===== src/rtl/ifu_fetch_pkg.sv =====
// Shared encodings for the instruction fetch unit: controller NPCSel values and fetch FSM states.
package ifu_fetch_pkg;

  typedef enum logic [1:0] {
    NPC_SEL_PC_ADD_4 = 2'b00,
    NPC_SEL_BEQ_JMP  = 2'b01,
    NPC_SEL_J_JMP    = 2'b10,
    NPC_SEL_REG_JMP  = 2'b11
  } npc_sel_e;

  typedef enum logic {
    IFU_ST_REQ  = 1'b0,
    IFU_ST_HOLD = 1'b1
  } ifu_state_e;

endpackage


===== src/rtl/ifu_npc.sv =====
// Combinational next-PC selection from the controller's NPCSel and the latched instruction.
module ifu_npc
  import ifu_fetch_pkg::*;
(
  input  logic [31:0] pc,
  input  logic [31:0] instr,
  input  logic [1:0]  npc_sel,
  input  logic [31:0] reg_target,
  output logic [31:0] npc
);

  logic [31:0] pc_plus4;
  logic [31:0] br_off;
  logic [5:0]  unused_opcode;

  assign pc_plus4      = pc + 32'd4;
  assign br_off        = {{14{instr[15]}}, instr[15:0], 2'b00};
  assign unused_opcode = instr[31:26];

  always_comb begin
    npc = pc_plus4;
    case (npc_sel_e'(npc_sel))
      NPC_SEL_PC_ADD_4: npc = pc_plus4;
      NPC_SEL_BEQ_JMP:  npc = pc_plus4 + br_off;
      NPC_SEL_J_JMP:    npc = {pc_plus4[31:28], instr[25:0], 2'b00};
      NPC_SEL_REG_JMP:  npc = reg_target;
      default:          npc = pc_plus4;
    endcase
  end

endmodule


===== src/rtl/ifu_fetch.sv =====
// Instruction fetch unit: owns the PC, fetches one word per instruction over req/ack, holds it until commit.
// Optional IFU_ALIGN_CHECK_EN redirects misaligned next-PCs to EXC_VEC and pulses addr_err.
module ifu_fetch
  import ifu_fetch_pkg::*;
#(
  parameter logic [31:0] RESET_PC = 32'h0000_3000
`ifdef IFU_ALIGN_CHECK_EN
  , parameter logic [31:0] EXC_VEC = 32'h0000_4180
`endif
) (
  input  logic        clk,
  input  logic        rst_n,
  output logic        imem_req,
  output logic [31:0] imem_addr,
  input  logic [31:0] imem_rdata,
  input  logic        imem_ack,
  output logic [31:0] instr,
  output logic        instr_valid,
  output logic [31:0] pc,
  output logic [31:0] pc_plus4,
  input  logic        commit,
  input  logic [1:0]  npc_sel,
  input  logic [31:0] reg_target
`ifdef IFU_ALIGN_CHECK_EN
  , output logic      addr_err
`endif
);

  ifu_state_e  state_q, state_n;
  logic [31:0] pc_q, pc_n;
  logic [31:0] instr_q, instr_n;
  logic        valid_q, valid_n;
  logic        req_q, req_n;
  logic [31:0] npc;
  logic [31:0] npc_fix;

  ifu_npc u_npc (
    .pc         (pc_q),
    .instr      (instr_q),
    .npc_sel    (npc_sel),
    .reg_target (reg_target),
    .npc        (npc)
  );

`ifdef IFU_ALIGN_CHECK_EN
  logic aerr_q, aerr_n;
  logic misaligned;

  assign misaligned = |npc[1:0];
  assign npc_fix    = misaligned ? EXC_VEC : npc;
  assign addr_err   = aerr_q;
`else
  logic [1:0] unused_npc_lsbs;

  assign unused_npc_lsbs = npc[1:0];
  assign npc_fix         = {npc[31:2], 2'b00};
`endif

  // An ack only counts while the registered request is up, so the idle cycle
  // right after reset release cannot latch a stray response.
  always_comb begin
    state_n = state_q;
    pc_n    = pc_q;
    instr_n = instr_q;
    valid_n = valid_q;
    req_n   = req_q;
`ifdef IFU_ALIGN_CHECK_EN
    aerr_n  = 1'b0;
`endif
    case (state_q)
      IFU_ST_REQ: begin
        if (req_q && imem_ack) begin
          instr_n = imem_rdata;
          valid_n = 1'b1;
          req_n   = 1'b0;
          state_n = IFU_ST_HOLD;
        end else begin
          req_n = 1'b1;
        end
      end
      IFU_ST_HOLD: begin
        if (commit) begin
          pc_n    = npc_fix;
          valid_n = 1'b0;
          req_n   = 1'b1;
          state_n = IFU_ST_REQ;
`ifdef IFU_ALIGN_CHECK_EN
          aerr_n  = misaligned;
`endif
        end
      end
      default: begin
        state_n = IFU_ST_REQ;
        req_n   = 1'b1;
      end
    endcase
  end

  always_ff @(posedge clk or negedge rst_n) begin
    if (!rst_n) begin
      state_q <= IFU_ST_REQ;
      pc_q    <= RESET_PC;
      instr_q <= '0;
      valid_q <= 1'b0;
      req_q   <= 1'b0;
`ifdef IFU_ALIGN_CHECK_EN
      aerr_q  <= 1'b0;
`endif
    end else begin
      state_q <= state_n;
      pc_q    <= pc_n;
      instr_q <= instr_n;
      valid_q <= valid_n;
      req_q   <= req_n;
`ifdef IFU_ALIGN_CHECK_EN
      aerr_q  <= aerr_n;
`endif
    end
  end

  assign imem_req    = req_q;
  assign imem_addr   = pc_q;
  assign instr       = instr_q;
  assign instr_valid = valid_q;
  assign pc          = pc_q;
  assign pc_plus4    = pc_q + 32'd4;

endmodule


===== config.mk =====
export PLATFORM = sky130hd
export DESIGN_NAME = ifu_fetch
export DESIGN_NICKNAME = d
export VERILOG_FILES = /design/src/rtl/ifu_fetch_pkg.sv /design/src/rtl/ifu_npc.sv /design/src/rtl/ifu_fetch.sv
export SDC_FILE = /design/constraint.sdc
export NUM_CORES = 1
export LEC_CHECK = 0
export ABC_AREA = 0
export CAP_MARGIN = 25
export CELL_PAD_IN_SITES_DETAIL_PLACEMENT = 1
export CELL_PAD_IN_SITES_GLOBAL_PLACEMENT = 1
export CORE_MARGIN = 3
export CORE_UTILIZATION = 29
export CTS_BUF_LIST = sky130_fd_sc_hd__clkbuf_4
export CTS_CLUSTER_DIAMETER = 100
export DETAILED_ROUTE_END_ITERATION = 16
export GPL_ROUTABILITY_DRIVEN = 0
export PLACE_DENSITY = 0.78
export SETUP_SLACK_MARGIN = 0.1
export SYNTH_ARGS = -nofsm -noshare
export SYNTH_HDL_FRONTEND = slang
export SYNTH_SLANG_ARGS = --single-unit

===== constraint.sdc =====
create_clock -name clk -period 4.1 [get_ports clk]
set_input_delay 0.41 -clock clk [delete_from_list [all_inputs] [get_ports clk]]
set_output_delay 0.41 -clock clk [all_outputs]
set_load 0.01 [all_outputs]

== Yosys cells after proc, flatten, opt, wreduce, memory -nomap -nowiden ==
Cells that the tools add are included.

* Add/subtract/negate cells: 2
* Bitwise logic cells: 1
* Reduce and logical (&&, ||, !) cells: 5
* Muxes and demuxes: 10
* Eq/ne operators: 5

{| class="wikitable"
|+ Operators with widths
! operator !! count
|-
| one-hot mux 32 bit (4 select lines) || 1
|-
| adder 32 x 3 -> 32 bit (second input constant) || 1
|-
| adder 32 bit || 1
|-
| 2-to-1 mux 1 bit || 6
|-
| one-hot mux 1 bit (2 select lines) || 3
|-
| AND reduction 2 bit || 3
|-
| equality test 2 bit (second input constant) || 2
|-
| != test 2 bit (second input constant) || 2
|-
| equality test 2 x 1 -> 1 bit (second input constant) || 1
|-
| logical NOT 2 bit || 1
|-
| logical AND 1 bit || 1
|-
| inverter 1 bit || 1
|}

* Word-level logic and storage cells: 28
* Input port bits: 70
* Output and inout bits: 130
* Register bits after elaboration: 65

== Longest topological paths before layout ==
Gate-level depths: netlist of the first run.

* Word-level depth: 3
* Gate-level depth with buffers: 16
* Gate-level depth less buffers: 15

== By module ==
From an unflattened synthesis of the first run, not the netlist that was laid out.

* Cells, all modules: 601
* Area, all modules: 6,059.6 um2

{| class="wikitable"
|+ By module, submodules not included
! module !! area an instance (um2) !! cells each !! times used !! sequential area each (um2)
|-
| ifu_fetch || 3,233.1 || 256 || 1 || 1,629.1
|-
| ifu_npc || 2,826.5 || 345 || 1 || 0.0
|}

== Worst setup path after synthesis of the first run ==
No wires, ideal clock.

* Path type: reg2reg
* Start: reg pc_q[2] (netlist: imem_addr[2])
* End: reg pc_q[31] (netlist: imem_addr[31])
* Arrival time: 3.806 ns
* Stages on the path, launching flop included: 17
* Path slack: 0.183 ns
* Setup time: 0.111 ns
* Required time: 3.989 ns
* Period minus slack after synthesis: 3.917 ns
* Buffers on the path: 1
* Path through: dfrtp_1 > ha_1 > nand2_1 > or3_1 > nor2_1 > nand2_1 > xnor2_1 > ha_1 > clkbuf_1 > a22o_1 > nor3_1 > o22a_1 > o31ai_1 > a31oi_1 > o221ai_1 > and4bb_2 > a2111oi_2

* Word-level cells in the longest chain between the ends: 3

{| class="wikitable"
|+ RTL lines
! item !! line !! text
|-
| from (decl) || ifu_fetch.sv:30 || <nowiki>logic [31:0] pc_q, pc_n;</nowiki>
|-
| from (signal assigned) || ifu_fetch.sv:111 || <nowiki>pc_q <= pc_n;</nowiki>
|-
| adder 32 x 3 -> 32 bit || n/a ||
|-
| net pc_plus4[18] || ifu_fetch.sv:20 || <nowiki>output logic [31:0] pc_plus4,</nowiki>
|-
| adder 32 bit || ifu_npc.sv:24 || <nowiki>NPC_SEL_BEQ_JMP: npc = pc_plus4 + br_off;</nowiki>
|-
| one-hot mux 32 bit (4 select lines) || ifu_npc.sv:22 || <nowiki>case (npc_sel_e'(npc_sel))</nowiki>
|}

The timed path passes the listed nets, and every way through them passes these cells.
A chain may end at the register's enable or synchronous reset.

== Worst setup path after layout of the first run ==
* Start: reg pc_q[2] (netlist: imem_addr[2])
* End: reg pc_q[31] (netlist: imem_addr[31])

* Word-level cells in the longest chain between the ends: 3

{| class="wikitable"
|+ RTL lines
! item !! line !! text
|-
| adder 32 x 3 -> 32 bit (*) || ifu_npc.sv:16 || <nowiki>assign pc_plus4 = pc + 32'd4;</nowiki>
|-
| adder 32 bit || ifu_npc.sv:24 ||
|-
| one-hot mux 32 bit (4 select lines) (*) || ifu_npc.sv:22 ||
|}

Mark *: on every way between the ends. The rest lies on a longest branch, timed or not.

==> summary.txt, run 1 <==
Global route
  • Grt ovf: 0
  • First-pass GRT wire length: 32.6 mm
  • GRT Util Overall: 20.4%
  • Pin count of the biggest net entering global routing: 41
  • Initial antenna violation count: 3
  • Vias in the first global route: 5,670

Placed design
  • HPWL after DPL: 16.2 mm
  • Place WS: 0.168 ns
  • Buffers on Ports: 191

Timing
  • Final setup viols: 0
  • Skew final: 0.0162 ns
  • Final worst setup slack: 0.312 ns
  • Crit path time final: 3.79 ns
  • Tightest Pin Transition: 0.897 ns
  • Endpoints failing hold: 0
  • Final period util: 92.4%
  • Slew margin rel.: 40.2%
  • Unrepaired setup endpoints after global routing: yes
  • Fmax achieved: 264 MHz
  • WHS: 0.297 ns
  • Setup TNS: 0 ns
  • Final Max Slew Viols: 0

Worst hold path
  • Worst hold path class: in -> async

Power
  • Switching Share: 45.2%
  • P_leak: 3.35 nW
  • Int Pwr: 4.19 mW
  • VDD IR-drop max: 0.000341 V
  • Clock Power Share: 7.8%
  • Logic pwr share: 74.2%
  • Reg power frac: 18.0%
  • Switch Pwr: 3.46 mW
  • Pwr dens: 957 mW/mm2

Yosys
  • Yosys Warn Count: 0
  • FFs w/ async S/R, synth: 100%
  • Area share of the largest cell type after synthesis: 28.4%
  • Cells after Synth: 593
  • Mapped Area: 0.00554 mm2
  • Synth cell types: 62
  • Register area share after synthesis: 29.4%
  • Number of synthesized register bits: 65
  • Post-synth top area cell: dfrtp_1
  • Post-synth EDFFs: 0
  • Synth Area per Inst: 9.35 um2
  • Area contributors post-synth: dfrtp_1, mux2_2, ha_1, xnor2_1, mux4_2
  • Ys flop type: dfrtp_1

Clocking
  • Max Root-Sink Buffers: 2
  • Reg clk slew, reported paths: 0.13 ns
  • H-tree levels: 3
  • CTS Root Cell: clkbuf_4
  • Clk_lat worst skew: 0.45 ns
  • CTS buffer count: 9
  • Clock sink total: 65
  • TritonCTS clock tree: done

Worst setup path
  • Reg2reg end: imem_addr[31]$_DFFE_PN0P_
  • Worst setup SP type: flop
  • Worst r2r src: imem_addr[2]$_DFFE_PN0P_
  • CP arrival: 4.14 ns
  • CP max FO: 5
  • Worst path required time: 4.45 ns
  • R2R depth: 15
  • Worst Setup End Kind: flop
  • Reg2Reg Setup Slack: 0.31 ns
  • WS Path Type: reg -> reg

Drt
  • Routed WL: 21.1 mm
  • Via count: 5,300
  • Initial drt markers: 332
  • First-pass DRT Iterations: 4
  • Post-DR wirelength/cell: 20.7 um
  • ANT nets after route: 0
  • Via density: 5.20
  • DRC errors left: 0

Floorplan
  • # rows: 49
  • Initial Util: 30.1%
  • Top-level port count: 200
  • Die area: 0.0208 mm2
  • Core area: 0.0184 mm2
  • Die height: 144 um
  • Die W: 144 um

Run
  • Max_cap viols: 0

Cells and area
  • Fin nets: 888
  • Share of layout cells above drive strength 1: 18.4%
  • Layout fillers: 2,122
  • Commonest non-fill, non-tap cell in the layout: clkdlybuf4s50_1
  • Commonest non-fill, non-tap cells in the layout: clkdlybuf4s50_1, nand2_1, dfrtp_1
  • Layout area overhead: 44.1%

Status
  • Status: completed
per-layer routing:
metal  vias up  part of all wire, %  GRT usage, %
met4         2                  2.4          7.81
li1       2504                    -             -
met2       160                   49          32.7
met5         -                0.043             0
met1      2603                   42          27.0
met3        31                  6.5          4.23
cells in the mapped netlist, types with 4 or more instances:
master / n
buf_4: 37
o21a_1: 10
inv_1: 10
nand2_1: 71
o21ai_0: 23
o22ai_1: 5
nor3_1: 6
xnor2_1: 35
dfrtp_1: 63
o211ai_1: 5
ha_1: 34
nand4_1: 10
xor2_1: 18
a21o_1: 18
clkbuf_1: 20
o221ai_1: 8
and3_1: 7
nor2_1: 30
a21oi_1: 36
a31oi_1: 6
nand3_1: 13
mux2_2: 40
and4_1: 4
buf_1: 4
mux2i_1: 13
mux4_2: 13
power groups by stage:
stage | Combinational (mW) | Sequential, mW | Clock [mW]
after floorplan | 3.17 | 1.46 | 0
after global placement | 5.42 | 1.37 | 0
after detailed placement | 5.55 | 1.40 | 0
after CTS | 5.59 | 1.38 | 0.614
after global routing | 6.18 | 1.43 | 0.644
final | 5.68 | 1.38 | 0.594
worst max path at each step:
stage	startpoint	endpoint	slack, ns	depth (start not counted)
floorplan	imem_addr[2]$_DFFE_PN0P_	imem_addr[31]$_DFFE_PN0P_	0.18	16
finish	imem_addr[2]$_DFFE_PN0P_	imem_addr[31]$_DFFE_PN0P_	0.31	15
global placement	imem_addr[3]$_DFFE_PN0P_	imem_addr[31]$_DFFE_PN0P_	0.25	14
detailed placement	imem_addr[3]$_DFFE_PN0P_	imem_addr[22]$_DFFE_PN0P_	0.17	13
CTS	imem_addr[3]$_DFFE_PN0P_	imem_addr[31]$_DFFE_PN0P_	0.11	15
global route	imem_addr[2]$_DFFE_PN0P_	imem_addr[31]$_DFFE_PN0P_	0.02	15
state kept, by name, indices dropped and copies added (netlist names):
| signal | count |
|---|---|
| instr | 32 |
| imem_addr | 30 |
| imem_req | 1 |
| instr_valid | 1 |
| state_q | 1 |
worst max-delay path: stages (launching register included):
cell and delay (ns):
dfrtp_1 0.41, ha_1 0.19, nand2_1 0.08, or3_4 0.44
nor2_2 0.19, nand2_1 0.09, xnor2_1 0.21, ha_1 0.33
o21a_1 0.15, o2111ai_1 0.26, o22a_1 0.20, o31ai_2 0.09
a31oi_1 0.28, o221ai_2 0.19, and4bb_2 0.27, a2111oi_2 0.32
cells by family after synthesis:
group / synth area share, %
muxes: 15.8
and+or+nand+nor: 14.1
buffers and inverters: 7.85
other: 0.0676
AOI/OAI and AO/OA: 16.1
DFF: 29.4
adders and majority gates: 8.03
xor gates and xnor gates: 8.67
repair_timing:
action,4_1_cts,5_1_grt
pin swaps,0,1
endpoints found under the setup margin,1,6
hold buffers,0,1
buffers inserted,0,2
endpoints found under the hold margin,0,37
gates resized for setup,1,11
through the flow:
stage | instance area [um2] | total power, mW | std cells | utilization, %
6_report | 7990 | 7.65 | 1019 | 43.4
5_1_grt | 7990 | 8.26 | 1019 | 43.4
4_1_cts | 7860 | 7.59 | 1012 | 42.7
3_5_place_dp | 7670 | 6.95 | 996 | 41.7
3_3_place_gp | 7670 | 6.79 | 996 | 41.7
2_1_floorplan | 5560 | 4.63 | 598 | -
area by class of cell:
| cell class | instances | area (um2) | share of cell area (%) |
|---|---|---|---|
| Multi-Input combinational cell | 459 | 3560 | 44.6 |
| Timing Repair Buffer | 238 | 2280 | 28.6 |
| Sequential cell | 65 | 1630 | 20.4 |
| Tap cell | 229 | 287 | 3.59 |
| Clock inverter | 7 | 119 | 1.49 |
| Clock buffer | 9 | 67.6 | 0.846 |
| Inverter | 10 | 37.5 | 0.470 |
| Antenna cell | 2 | 5.00 | 0.0626 |
Note: power is estimated with default switching activity, not from simulation.
==> run 2, diff against run 1 <==
--- a/config.mk
+++ b/config.mk
@@ -8,15 +8,16 @@
 export ABC_AREA = 0
 export CAP_MARGIN = 25
 export CELL_PAD_IN_SITES_DETAIL_PLACEMENT = 1
-export CELL_PAD_IN_SITES_GLOBAL_PLACEMENT = 1
+export CELL_PAD_IN_SITES_GLOBAL_PLACEMENT = 2
 export CORE_MARGIN = 3
-export CORE_UTILIZATION = 29
+export CORE_UTILIZATION = 27
 export CTS_BUF_LIST = sky130_fd_sc_hd__clkbuf_4
 export CTS_CLUSTER_DIAMETER = 100
 export DETAILED_ROUTE_END_ITERATION = 16
 export GPL_ROUTABILITY_DRIVEN = 0
-export PLACE_DENSITY = 0.78
+export PLACE_DENSITY = 0.89
 export SETUP_SLACK_MARGIN = 0.1
+export SLEW_MARGIN = 20
 export SYNTH_ARGS = -nofsm -noshare
 export SYNTH_HDL_FRONTEND = slang
 export SYNTH_SLANG_ARGS = --single-unit
==> run 2 against run 1 <==
Maximum frequency is 0.16% higher. Hold slack worse by 0.25 ns. Via count is 0.47% lower. Global-route usage is 1.3 points lower. Final area is 0.22% lower. Critical path type unchanged. Die area is 7.1% higher. Clock skew is 0.0029 ns higher. Flip-flop and latch count stayed put. Routed wire length is 0.45% higher.
==> summary.txt, run 2 (synthesis gave the netlist of run 1 again) <==
Worst setup path
  • CP arrival: 4.14 ns
  • R2R depth: 11
  • Worst Setup End Kind: flop
  • Reg2reg end: imem_addr[31]$_DFFE_PN0P_
  • Worst r2r src: imem_addr[12]$_DFFE_PN1P_
  • WS Path Type: reg -> reg
  • Worst setup SP type: flop
  • CP max FO: 8
  • Reg2Reg Setup Slack: 0.32 ns
  • Worst path required time: 4.45 ns

Global route
  • Pin count of the biggest net entering global routing: 36
  • Grt ovf: 0
  • Initial antenna violation count: 3
  • Vias in the first global route: 5,694
  • First-pass GRT wire length: 32.8 mm
  • GRT Util Overall: 19.1%

Timing
  • Final Max Slew Viols: 0
  • Final setup viols: 0
  • Endpoints failing hold: 0
  • Final period util: 92.2%
  • Fmax achieved: 264 MHz
  • Slew margin rel.: 38.8%
  • Unrepaired setup endpoints after global routing: yes
  • Crit path time final: 3.78 ns
  • Final worst setup slack: 0.318 ns
  • Tightest Pin Transition: 0.916 ns
  • Skew final: 0.0191 ns
  • Setup TNS: 0 ns

Clocking
  • Clock sink total: 65
  • CTS buffer count: 9
  • TritonCTS clock tree: done
  • Reg clk slew, reported paths: 0.14 ns
  • Clk_lat worst skew: 0.46 ns
  • CTS Root Cell: clkbuf_4
  • Max Root-Sink Buffers: 2
  • H-tree levels: 3

Power
  • VDD IR-drop max: 0.000319 V
  • Pwr dens: 941 mW/mm2
  • P_leak: 3.32 nW
  • Overall Power: 7.50 mW

Drt
  • First-pass DRT Iterations: 4
  • DRC errors left: 0
  • Post-DR wirelength/cell: 20.2 um
  • Via density: 5.01
  • Routed WL: 21.2 mm
  • Initial drt markers: 317
  • ANT nets after route: 0
  • Via count: 5,275

Cells and area
  • Fin nets: 885
  • Share of layout cells above drive strength 1: 18.2%
  • Max reg flops: 32
  • Layout fillers: 2,263
  • Non-Filler Instances: 1,052
  • Commonest non-fill, non-tap cells in the layout: clkdlybuf4s50_1, nand2_1, dfrtp_1
  • Commonest non-fill, non-tap cell in the layout: clkdlybuf4s50_1
  • Layout area overhead: 43.8%

Placed design
  • Buffers on Ports: 191
  • Placed insts: 1,033
  • Place WS: 0.125 ns
  • HPWL after DPL: 16.7 mm

Floorplan
  • Die W: 149 um
  • # rows: 51
  • Die height: 149 um
  • Die area: 0.0223 mm2
  • Core area: 0.0198 mm2
  • Initial Util: 27.9%
  • Top-level port count: 200

Worst hold path
  • Worst hold path class: in -> async

Run
  • Max_cap viols: 0

Status
  • Status: completed
==> run 2: cell types whose count changed in the layout (fill, tap and decap cells not counted), sizes merged <==
| cell | change |
|---|---|
| buf | -2 |
| inv | +2 |
| bufinv | -1 |
| clkinvlp | -1 |
| dlygate4sd3 | -1 |
==> run 2: where the power goes <==
group / leakage, nW / total [mW] / switching (mW) / internal [mW]
clock network: 0.0871 / 0.557 / 0.304 / 0.253
logic: 2.47 / 5.54 / 2.66 / 2.89
registers: 0.758 / 1.40 / 0.442 / 0.959
total: 3.32 / 7.50 / 3.40 / 4.10
==> run 2: cell type report <==
type,instances,area (um2),share of cell area (%)
Clock inverter,7,103,1.29
Multi-Input combinational cell,459,3550,44.5
Antenna cell,2,5.00,0.0628
Timing Repair Buffer,235,2240,28.2
Sequential cell,65,1630,20.5
Inverter,10,37.5,0.471
Clock buffer,9,67.6,0.848
Tap cell,265,332,4.16
==> run 2: layer usage <==
layer,share of wire [%],vias to the layer above,GRT usage [%]
li1,-,2492,-
met1,43,2619,25.2
met2,49,142,31.9
met3,6.1,20,3.89
met4,1.4,2,5.35
met5,0.061,-,0
==> run 2: worst max-delay path by stage <==
stage	startpoint	to	slack (ns)
final	imem_addr[12]$_DFFE_PN1P_	imem_addr[31]$_DFFE_PN0P_	0.32
after CTS	imem_addr[4]$_DFFE_PN0P_	imem_addr[31]$_DFFE_PN0P_	0.12
after floorplan	imem_addr[2]$_DFFE_PN0P_	imem_addr[31]$_DFFE_PN0P_	0.18
after global routing	imem_addr[12]$_DFFE_PN1P_	imem_addr[31]$_DFFE_PN0P_	0.05
after global placement	imem_addr[4]$_DFFE_PN0P_	imem_addr[22]$_DFFE_PN0P_	0.23
after detailed placement	imem_addr[4]$_DFFE_PN0P_	imem_addr[31]$_DFFE_PN0P_	0.13
==> run 2: critical path, stage by stage, from the launching register on <==
cell	delay, ns
dfstp_2	0.63
and4_1	0.26
nand3_1	0.20
buf_4	0.22
or3_1	0.48
xnor2_1	0.28
ha_1	0.35
and4_1	0.21
a31oi_1	0.28
o221ai_2	0.19
and4bb_2	0.26
a2111oi_2	0.33
==> run 2: per-stage QoR <==
stage / cell area, um2 / hold WS [ns] / util (%)
floorplan: 5560 / 0.114 / -
global placement: 7730 / 0.458 / 38.9
finish: 7970 / 0.0500 / 40.2
CTS: 7900 / 0.0638 / 39.8
detailed placement: 7730 / 0.482 / 38.9
global route: 7970 / 0.0916 / 40.2
==> run 2: repair_timing <==
action / CTS / global route
endpoints found under the setup margin: 0 / 5
hold endpoints to repair: 0 / 0
hold buffers: 0 / 0
setup buffers: 0 / 0
resized for setup: 0 / 13
